==> config.mk <==
export PLATFORM = sky130hd
export DESIGN_NAME = recv_block
export DESIGN_NICKNAME = d
export VERILOG_FILES = /design/src/rtl/recv_block.sv
export SDC_FILE = /design/constraint.sdc
export NUM_CORES = 1
export LEC_CHECK = 0
export ABC_AREA = 0
export BUFFER_PORTS_ARGS = -buffer_cell sky130_fd_sc_hd__buf_2
export CAP_MARGIN = 20
export CORE_ASPECT_RATIO = 1.4
export CORE_MARGIN = 3
export CORE_UTILIZATION = 30
export DETAILED_ROUTE_END_ITERATION = 10
export HOLD_SLACK_MARGIN = 0.08
export PLACE_DENSITY = 0.45
export SETUP_SLACK_MARGIN = 0.05
export SLEW_MARGIN = 20
export SYNTH_ARGS = -nofsm -noshare
export SYNTH_HDL_FRONTEND = slang
export SYNTH_SLANG_ARGS = --single-unit
==> constraint.sdc <==
create_clock -name clk -period 3.24 [get_ports clk]
set_clock_uncertainty 0.15 [all_clocks]
set_input_delay 0.648 -clock clk [delete_from_list [all_inputs] [get_ports clk]]
set_output_delay 0.648 -clock clk [all_outputs]
set_load 0.1 [all_outputs]
==> src/rtl/recv_block.sv <==
// recv_block: oversampled serial byte receiver (start, 8 data LSB first, stop) feeding a
// first-word fall-through byte FIFO. Define RECV_BLOCK_PARITY_EN for an even-parity bit and parity_err.
module recv_block #(
  parameter int unsigned OVERSAMPLE = 16,
  parameter int unsigned DEPTH      = 10
) (
  input  logic       clk,
  input  logic       reset,
  input  logic       inbit,
  input  logic       read,
  input  logic       err_clr,
  output logic [7:0] dataout,
  output logic       empty,
  output logic       full,
  output logic [3:0] count,
  output logic       frame_err,
`ifdef RECV_BLOCK_PARITY_EN
  output logic       parity_err,
`endif
  output logic       overrun
);

  localparam int unsigned TICK_W = (OVERSAMPLE > 1) ? $clog2(OVERSAMPLE) : 1;
  localparam int unsigned PTR_W  = (DEPTH > 1) ? $clog2(DEPTH) : 1;
  localparam int unsigned CNT_W  = 4;
  localparam int unsigned MID    = OVERSAMPLE / 2 - 1;
  localparam int unsigned LAST   = OVERSAMPLE - 1;

  typedef enum logic [2:0] {
    S_IDLE, S_START, S_DATA, S_STOP, S_WAIT
`ifdef RECV_BLOCK_PARITY_EN
    , S_PARITY
`endif
  } state_e;

  state_e             state_q, state_d;
  logic               sync1_q, sync2_q;
  logic [TICK_W-1:0]  tick_q, tick_d;
  logic [2:0]         bit_idx_q, bit_idx_d;
  logic [7:0]         shift_q, shift_d;
  logic [PTR_W-1:0]   wr_ptr_q, wr_ptr_d, rd_ptr_q, rd_ptr_d;
  logic [CNT_W-1:0]   count_q, count_d;
  logic               empty_q, empty_d, full_q, full_d;
  logic               frame_err_q, frame_err_d, overrun_q, overrun_d;
  logic [7:0]         mem_q [DEPTH];

  logic rx, mid, push, pop, frame_set, overrun_set;
`ifdef RECV_BLOCK_PARITY_EN
  logic par_bad_q, par_bad_d, parity_err_q, parity_err_d, par_set;
`endif

  assign rx  = sync2_q;
  assign mid = (tick_q == TICK_W'(MID));
  assign pop = read & ~empty_q;

  function automatic logic [PTR_W-1:0] ptr_inc(input logic [PTR_W-1:0] p);
    return (p == PTR_W'(DEPTH - 1)) ? '0 : p + PTR_W'(1);
  endfunction

  // Receive FSM and FIFO bookkeeping.
  always_comb begin
    state_d     = state_q;
    tick_d      = (tick_q == TICK_W'(LAST)) ? '0 : tick_q + TICK_W'(1);
    bit_idx_d   = bit_idx_q;
    shift_d     = shift_q;
    push        = 1'b0;
    frame_set   = 1'b0;
    overrun_set = 1'b0;
`ifdef RECV_BLOCK_PARITY_EN
    par_bad_d   = par_bad_q;
    par_set     = 1'b0;
`endif

    unique case (state_q)
      S_IDLE: begin
        tick_d = '0;
        if (!rx) state_d = S_START;
      end
      S_START: begin
        if (mid) begin
          if (!rx) begin
            state_d   = S_DATA;
            bit_idx_d = '0;
          end else begin
            state_d = S_IDLE;
          end
        end
      end
      S_DATA: begin
        if (mid) begin
          shift_d   = {rx, shift_q[7:1]};
          bit_idx_d = bit_idx_q + 3'd1;
          if (bit_idx_q == 3'd7) begin
`ifdef RECV_BLOCK_PARITY_EN
            state_d = S_PARITY;
`else
            state_d = S_STOP;
`endif
          end
        end
      end
`ifdef RECV_BLOCK_PARITY_EN
      S_PARITY: begin
        if (mid) begin
          par_bad_d = ^{shift_q, rx};
          par_set   = ^{shift_q, rx};
          state_d   = S_STOP;
        end
      end
`endif
      S_STOP: begin
        if (mid) begin
          if (rx) begin
            state_d = S_IDLE;
`ifdef RECV_BLOCK_PARITY_EN
            if (!par_bad_q) begin
`else
            begin
`endif
              if (!full_q || pop) push = 1'b1;
              else                overrun_set = 1'b1;
            end
          end else begin
            frame_set = 1'b1;
            state_d   = S_WAIT;
          end
        end
      end
      S_WAIT: begin
        tick_d = '0;
        if (rx) state_d = S_IDLE;
      end
      default: state_d = S_IDLE;
    endcase

    wr_ptr_d    = push ? ptr_inc(wr_ptr_q) : wr_ptr_q;
    rd_ptr_d    = pop  ? ptr_inc(rd_ptr_q) : rd_ptr_q;
    count_d     = count_q + CNT_W'(push) - CNT_W'(pop);
    empty_d     = (count_d == '0);
    full_d      = (count_d == CNT_W'(DEPTH));
    // Set beats clear when both land in the same cycle.
    frame_err_d = (frame_err_q & ~err_clr) | frame_set;
    overrun_d   = (overrun_q & ~err_clr) | overrun_set;
`ifdef RECV_BLOCK_PARITY_EN
    parity_err_d = (parity_err_q & ~err_clr) | par_set;
`endif
  end

  always_ff @(posedge clk or negedge reset) begin
    if (!reset) begin
      state_q     <= S_IDLE;
      sync1_q     <= 1'b1;
      sync2_q     <= 1'b1;
      tick_q      <= '0;
      bit_idx_q   <= '0;
      shift_q     <= '0;
      wr_ptr_q    <= '0;
      rd_ptr_q    <= '0;
      count_q     <= '0;
      empty_q     <= 1'b1;
      full_q      <= 1'b0;
      frame_err_q <= 1'b0;
      overrun_q   <= 1'b0;
`ifdef RECV_BLOCK_PARITY_EN
      par_bad_q    <= 1'b0;
      parity_err_q <= 1'b0;
`endif
    end else begin
      state_q     <= state_d;
      sync1_q     <= inbit;
      sync2_q     <= sync1_q;
      tick_q      <= tick_d;
      bit_idx_q   <= bit_idx_d;
      shift_q     <= shift_d;
      wr_ptr_q    <= wr_ptr_d;
      rd_ptr_q    <= rd_ptr_d;
      count_q     <= count_d;
      empty_q     <= empty_d;
      full_q      <= full_d;
      frame_err_q <= frame_err_d;
      overrun_q   <= overrun_d;
`ifdef RECV_BLOCK_PARITY_EN
      par_bad_q    <= par_bad_d;
      parity_err_q <= parity_err_d;
`endif
    end
  end

  // Storage is deliberately unreset; it is only visible when non-empty.
  always_ff @(posedge clk) begin
    if (push) mem_q[wr_ptr_q] <= shift_q;
  end

  assign dataout   = mem_q[rd_ptr_q];
  assign empty     = empty_q;
  assign full      = full_q;
  assign count     = count_q;
  assign frame_err = frame_err_q;
  assign overrun   = overrun_q;
`ifdef RECV_BLOCK_PARITY_EN
  assign parity_err = parity_err_q;
`endif

endmodule

# == Yosys cells after proc, flatten, opt, wreduce, memory -nomap -nowiden ==
# Memories as Yosys holds them, arrays and structs flattened.
# Cells that the tools add are included.
# totals
out_inout_bits,16
register_bits,36
mem_bits_rw,80
memories,1
# memory_table
memory,depth,word_bits,read_ports,rd_clocked_by_memory_dff,wr,line,text
mem_q,10,8,1,0,1,45,logic [7:0] mem_q [DEPTH];
# op_classes
n_bitwise,7
n_addsub,6
reduce_logical,9
n_eq_ne,17
n_mux,30
# op_table
op,n
2-to-1 mux 3 bit,10
"equality test 4 bit, second input constant",4
2-to-1 mux 4 bit,4
case mux 3 bit (5 select lines),1
"inequality test 2 bit, second input constant",7
2-to-1 mux 1 bit,13
"adder 4 x 1 -> 4 bit, second input constant",3
"equality test 3 x 2 -> 1 bit, second input constant",2
"equality test 3 bit, second input constant",2
case mux 3 bit (2 select lines),1
AND reduction 6 bit,1
adder 4 x 1 -> 4 bit,1
"equality test 4 x 3 -> 1 bit, second input constant",1
zero test 4 bit,1
AND reduction 4 bit,1
subtractor 4 x 1 -> 4 bit,1
"adder 3 x 1 -> 3 bit, second input constant",1
AND 1 bit,3
"equality test 3 x 1 -> 1 bit, second input constant",1
zero test 3 bit,1
2-to-1 mux 2 bit,1
NOT 1 bit,2
bitwise OR 1 bit,2
AND reduction 2 bit,1
other kinds (4),4

# == Longest topological paths before layout ==
# Gate-level depths: netlist of the first run.
# logic_depth
word_depth,10
mapped_depth,12
mapped_depth_nobuf,11

# == Worst setup path before layout of the first run ==
# Ideal clock, no wire load.
# synth_path
path_kind,reg-to-reg
from,register full_q (netlist: full)
to,register full_q (netlist: full)
stages_incl_launch_ff,11
t_arrival_ns,2.759
slack_ns,0.212
setup_time_ns,0.120
cell_sequence,dfrtp_1 a2111oi_4 inv_2 buf_6 ha_1 inv_1 ha_1 fa_1 xor2_1 nor2_1 and3_1
# synth_via
elab_chain_len,9
# synth_lines
item,line,text
from (decl),43,"logic empty_q, empty_d, full_q, full_d;"
from (signal assigned),179,full_q <= full_d;
zero test 1 bit,120,if (!full_q || pop) push = 1'b1;
logical OR 1 bit,120,
2-to-1 mux 1 bit,120,
2-to-1 mux 1 bit,113,if (rx) begin
2-to-1 mux 1 bit,112,if (mid) begin
2-to-1 mux 1 bit,74,unique case (state_q)
adder 4 x 1 -> 4 bit,138,count_d = count_q + CNT_W'(push) - CNT_W'(pop);
subtractor 4 x 1 -> 4 bit,138,
named net count_d[2],42,"logic [CNT_W-1:0] count_q, count_d;"
equality test 4 bit,140,full_d = (count_d == CNT_W'(DEPTH));
named net full_d,43,
# The timed path passes the listed nets, and every way through them passes these cells.
# A chain may end at the register's enable or synchronous reset.

# == Worst setup path after layout of the first run ==
# layout_path
from,register rd_ptr_q[1]
to,output dataout[6]
# layout_via
elab_chain_len,1
# layout_lines
item,line,text
from (decl),41,"logic [PTR_W-1:0] wr_ptr_q, wr_ptr_d, rd_ptr_q, rd_ptr_d;"
from (signal assigned),176,rd_ptr_q <= rd_ptr_d;
memory read (10 x 8 bit),n/a,
to (decl),12,"output logic [7:0] dataout,"
# No other way between the ends.

==> run_results.csv, run 1 <==
group,metric,value,unit
die,fp.dieH,154,um
drt,vias,2389,
placed_design,pre_cts_slack,0.302,ns
cells_and_area,num_antenna_cells,0,
die,fp.dieArea,0.0172,mm^2
critical_path,regToRegSetupSlack,0.37,ns
timing,rsz0062_at_grt,"false",
cells_and_area,final_core_util,37.3,%
placed_design,io_buffers,20,
logic_synthesis,synth_seq_cells,116,
logic_synthesis,synth_area_leader_cell,"edfxtp_1",
drt,drc_errors,0,
grt,overflow,0,
grt,grt_pass1_vias,2560,
logic_synthesis,ys_seq_area_share,70.4,%
power,cellPowerDensity,910,mW/mm^2
cts,ctsHoldBuffers,0,
logic_synthesis,syn_inst,260,
placed_design,gp_congestion,0.721,
grt,grt_max_degree,37,
timing,hold_ws,0.195,ns
cts,clock_sinks,116,
cts,cts_buffer_depth,2,
timing,fin_crit_sh,95.8,%
critical_path,r2r_cells,11,
cells_and_area,layout-drive-gt1-share,34.5,%
die,initial_utilization,30.9,%
power,cellLeakagePower,2.02,nW
logic_synthesis,async_flop_share,31.0,%
power,ir_drop,0.000556,V
critical_path,cp.required,2.44,ns
timing,fin_setup_tns,0,ns
logic_synthesis,yosysUniqueCellTypes,42,
drt,ant_nets,0,
grt,antenna_found_initial,0,
timing,max_freq,0.322,GHz
logic_synthesis,synthDominantCellAreaShare,51.1,%
drt,firstDrtPassIters,4,
logic_synthesis,synthTopCellsByArea,"edfxtp_1 51%, dfrtp_1 18%, mux4_2 12%",
die,core,0.0152,mm^2
timing,setup_viol,0,
drt,drtIter0Drc,53,
cells_and_area,fin_nets,319,
grt,grtUsageTotal,11.5,%
power,p_total,0.00516,W
cts,cts_setup_buffers,0,
cells_and_area,area_growth,20.7,%
grt,grt_pass1_wl,14.8,mm
cts,insertion_delay,0.40,ns
timing,slew_viol_final,0,
timing,period_needed,3.10,ns
critical_path,cp-end-kind,"output pin",
logic_synthesis,synth_edf_count,80,
timing,finalWorstSetupSlack,0.136,ns
timing,relSlewSlack,43.6,%
cts,root_buffer,"clkbuf_16",
job,drv_cap,0,
drt,drt-total-wl,9.17,mm
worst_hold_path,hold_path_class,"in2async",
drt,wire_per_inst,18.0,um
die,die_x,112,um
cts,numCtsBuffers,17,
critical_path,critPathLaunchType,"flop",
critical_path,r2r-end,"full",
logic_synthesis,yosysWarningCount,0,
logic_synthesis,synth_ff_type,"edfxtp_1",
logic_synthesis,syn-num-nets,273,
critical_path,critPathMaxFanout,15,
cts,cts_tree,"built",
status,status,"finished, final reports clean",
timing,worstMarginPinSlew,0.847,ns
logic_synthesis,synth.avg_cell_area,18.1,um^2
die,row_count,53,
placed_design,dp_hpwl,5.81,mm
critical_path,worstSetupPathType,"reg2out",
critical_path,critPathArrivalTime,2.31,ns
logic_synthesis,synth_area,0.00470,mm^2
timing,hold_viol,0,
cts,postCtsResizedCells,1,
critical_path,rr_startpoint,"tick_q[0]",
die,ioPinCount,21,
cts,htreeDepth,4,
cts,clkTransAtPathRegs,0.05,ns
drt,viasPerCell,4.68,
## per-stage QoR
| step | cells | area [um^2] |
|---|---|---|
| floorplan | 260 | 4700 |
| global placement | 479 | 5130 |
| detailed placement | 479 | 5130 |
| CTS | 511 | 5660 |
| global route | 511 | 5670 |
| finish | 511 | 5670 |
## critical path: stages, from the launching register on
cell	delay [ns]
dfrtp_1	0.37
buf_8	0.21
mux4_2	0.53
mux4_2	0.49
clkbuf_4	0.30
## metal layers
metal / routed length (um) / GRT usage, % / vias up
met4: 126 / 3.83 / 0
met2: 4870 / 19.3 / 39
met5: 0 / 0 / -
met1: 3920 / 14.2 / 1226
li1: - / - / 1113
met3: 259 / 3.43 / 11
## layout by cell type, fill, tap and decap left out, types with 8 or more instances in the layout
master and count:
buf_4 18, clkbuf_16 17, nand2_1 8, inv_1 8, edfxtp_1 80, dfrtp_1 33
mux4_2 24, buf_2 19, nor2_1 11, mux2_2 10
## cell families (layout without fill, tap and decap cells)
| logic type | count (synthesis) | in the layout | share of synthesized area (%) |
|---|---|---|---|
| AO/OA/AOI/OAI | 25 | 25 | 4.34 |
| XOR/XNOR | 9 | 9 | 1.68 |
| adder cells (fa/ha/maj) | 8 | 8 | 2.29 |
| buffers and inverters | 21 | 80 | 1.97 |
| flip-flops | 116 | 116 | 70.4 |
| multiplexers | 34 | 34 | 13.9 |
| AND/OR/NAND/NOR | 47 | 47 | 5.43 |
## sequential cells by signal, summed over array words and instances, names as in the netlist
register   count
bit_idx_q      3
count          4
empty          1
frame_err      1
full           1
mem_q         80
overrun        1
rd_ptr_q       4
rx             1
shift_q        8
state_q        3
sync1_q        1
tick_q         4
wr_ptr_q       4
## how the worst max path moves through the flow
stage,from,end,cells after the start
after detailed placement,read,full,11
after global routing,rd_ptr_q[1],dataout[6],4
after global placement,read,full,11
final,rd_ptr_q[1],dataout[6],4
after CTS,rd_ptr_q[1],dataout[6],4
after floorplan,full,full,10
## cells in the mapped netlist, types with 2 or more instances
| cell type | count |
|---|---|
| a21o_1 | 3 |
| a21oi_1 | 4 |
| a22o_1 | 3 |
| a311oi_1 | 3 |
| a31oi_1 | 2 |
| buf_2 | 5 |
| clkbuf_1 | 6 |
| dfrtp_1 | 33 |
| dfstp_2 | 3 |
| edfxtp_1 | 80 |
| ha_1 | 7 |
| inv_1 | 8 |
| mux2_2 | 10 |
| mux4_2 | 24 |
| nand2_1 | 8 |
| nand2b_1 | 2 |
| nand3_1 | 5 |
| nor2_1 | 11 |
| nor2b_1 | 4 |
| nor3_1 | 7 |
| nor4_1 | 3 |
| o21ai_0 | 2 |
| xnor2_1 | 7 |
| xor2_1 | 2 |
## cell type report
| cell class | instances | area, um^2 |
|---|---|---|
| multi-input cells | 123 | 1310 |
| inverters | 9 | 33.8 |
| repair buffers | 39 | 253 |
| clock inverters | 13 | 92.6 |
| fillers | 1382 | 9520 |
| well taps | 192 | 240 |
| clock buffers | 19 | 433 |
| flip-flops and latches | 116 | 3310 |
## power breakdown
part           internal, W  leakage, nW  switching, W  total, W
clock network      0.00103        0.254      0.000611   0.00164
logic             0.000556        0.649       0.00108   0.00163
registers          0.00172         1.12      0.000164   0.00188
total              0.00331         2.02       0.00185   0.00516
(Power assumes the default switching activity.)
==> run 2, diff against run 1 <==
--- a/config.mk
+++ b/config.mk
@@ -5,7 +5,7 @@
 export SDC_FILE = /design/constraint.sdc
 export NUM_CORES = 1
 export LEC_CHECK = 0
-export ABC_AREA = 0
+export ABC_AREA = 1
 export BUFFER_PORTS_ARGS = -buffer_cell sky130_fd_sc_hd__buf_2
 export CAP_MARGIN = 20
 export CORE_ASPECT_RATIO = 1.4
==> run_results.csv, run 2 <==
group,metric,value,unit
status,status,"finished, final reports clean",
grt,grt_pass1_wl,17.9,mm
cells_and_area,layout-drive-gt1-share,17.0,%
drt,vias,3340,
critical_path,worstSetupPathType,"reg2out",
power,clkPwrFrac,32.8,%
logic_synthesis,synth_area,0.00517,mm^2
timing,fin_setup_tns,0,ns
cells_and_area,num_antenna_cells,0,
cts,root_buffer,"clkbuf_16",
power,power_switching,0.00235,W
critical_path,r2r_cells,12,
drt,ant_nets,0,
die,die_x,117,um
power,cellPowerDensity,967,mW/mm^2
cells_and_area,reg.largest.list,"mem_q x80, shift_q x8",
grt,overflow,0,
cts,insertion_delay,0.40,ns
critical_path,max_stage_delay,0.61,ns
power,switching_share,39.0,%
cts,ctsHoldBuffers,0,
grt,grt_pass1_vias,3506,
logic_synthesis,synth_ff_type,"edfxtp_1",
logic_synthesis,yosysWarningCount,0,
timing,fin_crit_sh,95.5,%
logic_synthesis,synth_edf_count,80,
logic_synthesis,yosysMostFrequentCell,"nand2_1",
power,intPower,0.00367,W
worst_hold_path,min_delay_worst_endpoint,"sync1_q",
cells_and_area,fin_nets,535,
worst_hold_path,whs_path_depth,1,
die,initial_utilization,30.7,%
power,pwr-share-comb,37.3,%
critical_path,critPathMaxFanout,18,
cells_and_area,area_growth,20.5,%
logic_synthesis,syn_inst,489,
drt,wire_per_inst,14.9,um
drt,viasPerCell,4.53,
cts,numCtsBuffers,17,
timing,rsz0062_at_grt,"false",
power,ir_drop,0.000842,V
logic_synthesis,syn-num-nets,502,
critical_path,crit_path_frequent_cell,"nand2_1",
cts,cts_buffer_depth,2,
placed_design,dp_hpwl,7.32,mm
worst_hold_path,hp-start,"inbit",
die,core,0.0168,mm^2
logic_synthesis,yosysUniqueCellTypes,34,
timing,worstMarginPinSlew,0.842,ns
drt,firstDrtPassIters,4,
die,fp.dieH,161,um
logic_synthesis,synth_area_leader_cell,"edfxtp_1",
critical_path,path_buf_inv,2,
drt,drc_errors,0,
timing,max_freq,0.323,GHz
critical_path,regToRegSetupSlack,0.60,ns
cts,postCtsResizedCells,0,
critical_path,r2r-end,"full",
cells_and_area,final_common_cell,"nand2_1",
timing,period_needed,3.09,ns
cells_and_area,top_register,"mem_q",
logic_synthesis,async_flop_share,31.0,%
job,drv_cap,0,
cells_and_area,layout_common_cells,"133 x nand2_1, 80 x edfxtp_1, 58 x inv_1",
worst_hold_path,hold_path_class,"in2reg",
critical_path,crit_path_top_delay_cell,"dfrtp_1",
power,cellLeakagePower,2.72,nW
logic_synthesis,synth_seq_cells,116,
timing,hold_viol,0,
logic_synthesis,synth.avg_cell_area,10.6,um^2
critical_path,crit_path_cell_trace,"inv_4, nor2_4, nand2_1, nand3b_1, nand3_1, nand2_1, buf_12",
timing,slew_viol_final,0,
drt,drtIter0Drc,158,
critical_path,cp.required,2.44,ns
cts,cts_setup_buffers,0,
logic_synthesis,ys_seq_area_share,64.0,%
critical_path,critPathArrivalTime,2.29,ns
placed_design,gp_congestion,0.769,
cells_and_area,final_core_util,37.0,%
logic_synthesis,synthTopCellsByArea,"edfxtp_1 46%, dfrtp_1 16%, nand2_1 9.7%",
grt,grtUsageTotal,12.6,%
critical_path,cp_top_family,"simple AND/OR/NAND/NOR gates",
cts,htreeDepth,4,
die,fp.dieArea,0.0189,mm^2
grt,grt_max_degree,37,
timing,relSlewSlack,43.9,%
drt,drt-total-wl,11.0,mm
critical_path,cp-end-kind,"output pin",
grt,antenna_found_initial,0,
cts,clkTransAtPathRegs,0.05,ns
critical_path,cp.depth,7,
critical_path,critPathLaunchType,"flop",
logic_synthesis,synth_common_cells,"133 x nand2_1, 80 x edfxtp_1, 58 x inv_1",
placed_design,io_buffers,20,
power,seqPwrFrac,29.9,%
timing,setup_viol,0,
cts,clock_sinks,116,
cts,cts_tree,"built",
critical_path,rr_startpoint,"tick_q[0]",
logic_synthesis,synthDominantCellAreaShare,46.5,%
die,ioPinCount,21,
die,row_count,56,
cells_and_area,largest_reg_flops,80,
==> run 2: cell count changes in the layout (fill, tap and decap cells not counted), moves of 11 or more <==
cell | before | now
nand2_1 | 8 | 133
buf_4 | 18 | 7
nand3_1 | 5 | 39
nand4_1 | 0 | 11
nor2_1 | 11 | 40
mux4_2 | 24 | 0
inv_1 | 8 | 58
==> run 2: stage by stage <==
stage,cells,power (W),setup WS (ns),hold WS (ns),cell area (um^2)
after floorplan,489,0.00343,0.527,0.195,5170
after global placement,706,0.00410,0.461,0.195,5610
after detailed placement,706,0.00411,0.398,0.203,5610
after CTS,737,0.00610,0.149,0.183,6230
after global routing,737,0.00633,0.0779,0.178,6230
final,737,0.00602,0.147,0.200,6230
==> run 2: logic make-up (layout without fill, tap and decap cells) <==
logic type,count (synthesis),after routing,synth area share (%)
AO/OA/AOI/OAI,23,23,2.49
XOR/XNOR,4,4,0.678
adder cells (fa/ha/maj),8,8,2.08
buffers and inverters,80,125,6.73
flip-flops,116,116,64.0
AND/OR/NAND/NOR,258,258,24.0
==> run 2: per-layer routing <==
| metal | wire [um] | GRT usage (%) | vias up |
|---|---|---|---|
| li1 | - | - | 1670 |
| met1 | 4660 | 14.7 | 1596 |
| met2 | 5710 | 21.7 | 58 |
| met3 | 273 | 2.92 | 16 |
| met4 | 308 | 5.95 | 0 |
| met5 | 0 | 0 | - |
==> run 2: final cells by class <==
type | instances | area [um^2]
Clock buffer | 20 | 437
Sequential cell | 116 | 3310
Timing Repair Buffer | 27 | 273
Fill cell | 1606 | 10600
Inverter | 67 | 259
Tap cell | 203 | 254
Multi-Input combinational cell | 293 | 1510
Clock inverter | 11 | 184
==> run 2: worst reg2reg max path: cells and delay by family (launching register included) <==
kind	cells	cell delay, ns
AOI/OAI and AO/OA	1	0.12
and+or+nand+nor	5	0.59
DFF	1	0.36
adders and majority gates	4	1.11
buffers and inverters	1	0.04
xor gates and xnor gates	1	0.19
==> run 2: worst max path at each step <==
stage | startpoint | endpoint | slack, ns
6_report | rd_ptr_q[1] | dataout[7] | 0.15
4_1_cts | rd_ptr_q[1] | dataout[7] | 0.15
3_5_place_dp | read | full | 0.40
5_1_grt | rd_ptr_q[1] | dataout[4] | 0.08
3_3_place_gp | read | full | 0.46
2_1_floorplan | empty | full | 0.53
==> run 2: power by group through the flow <==
stage                     Clock [W]  Combinational, W  Sequential (W)
final                       0.00197           0.00225         0.00180
after global routing        0.00208           0.00243         0.00181
after CTS                   0.00201           0.00229         0.00180
after detailed placement          0           0.00228         0.00183
after global placement            0           0.00227         0.00183
after floorplan                   0           0.00148         0.00195
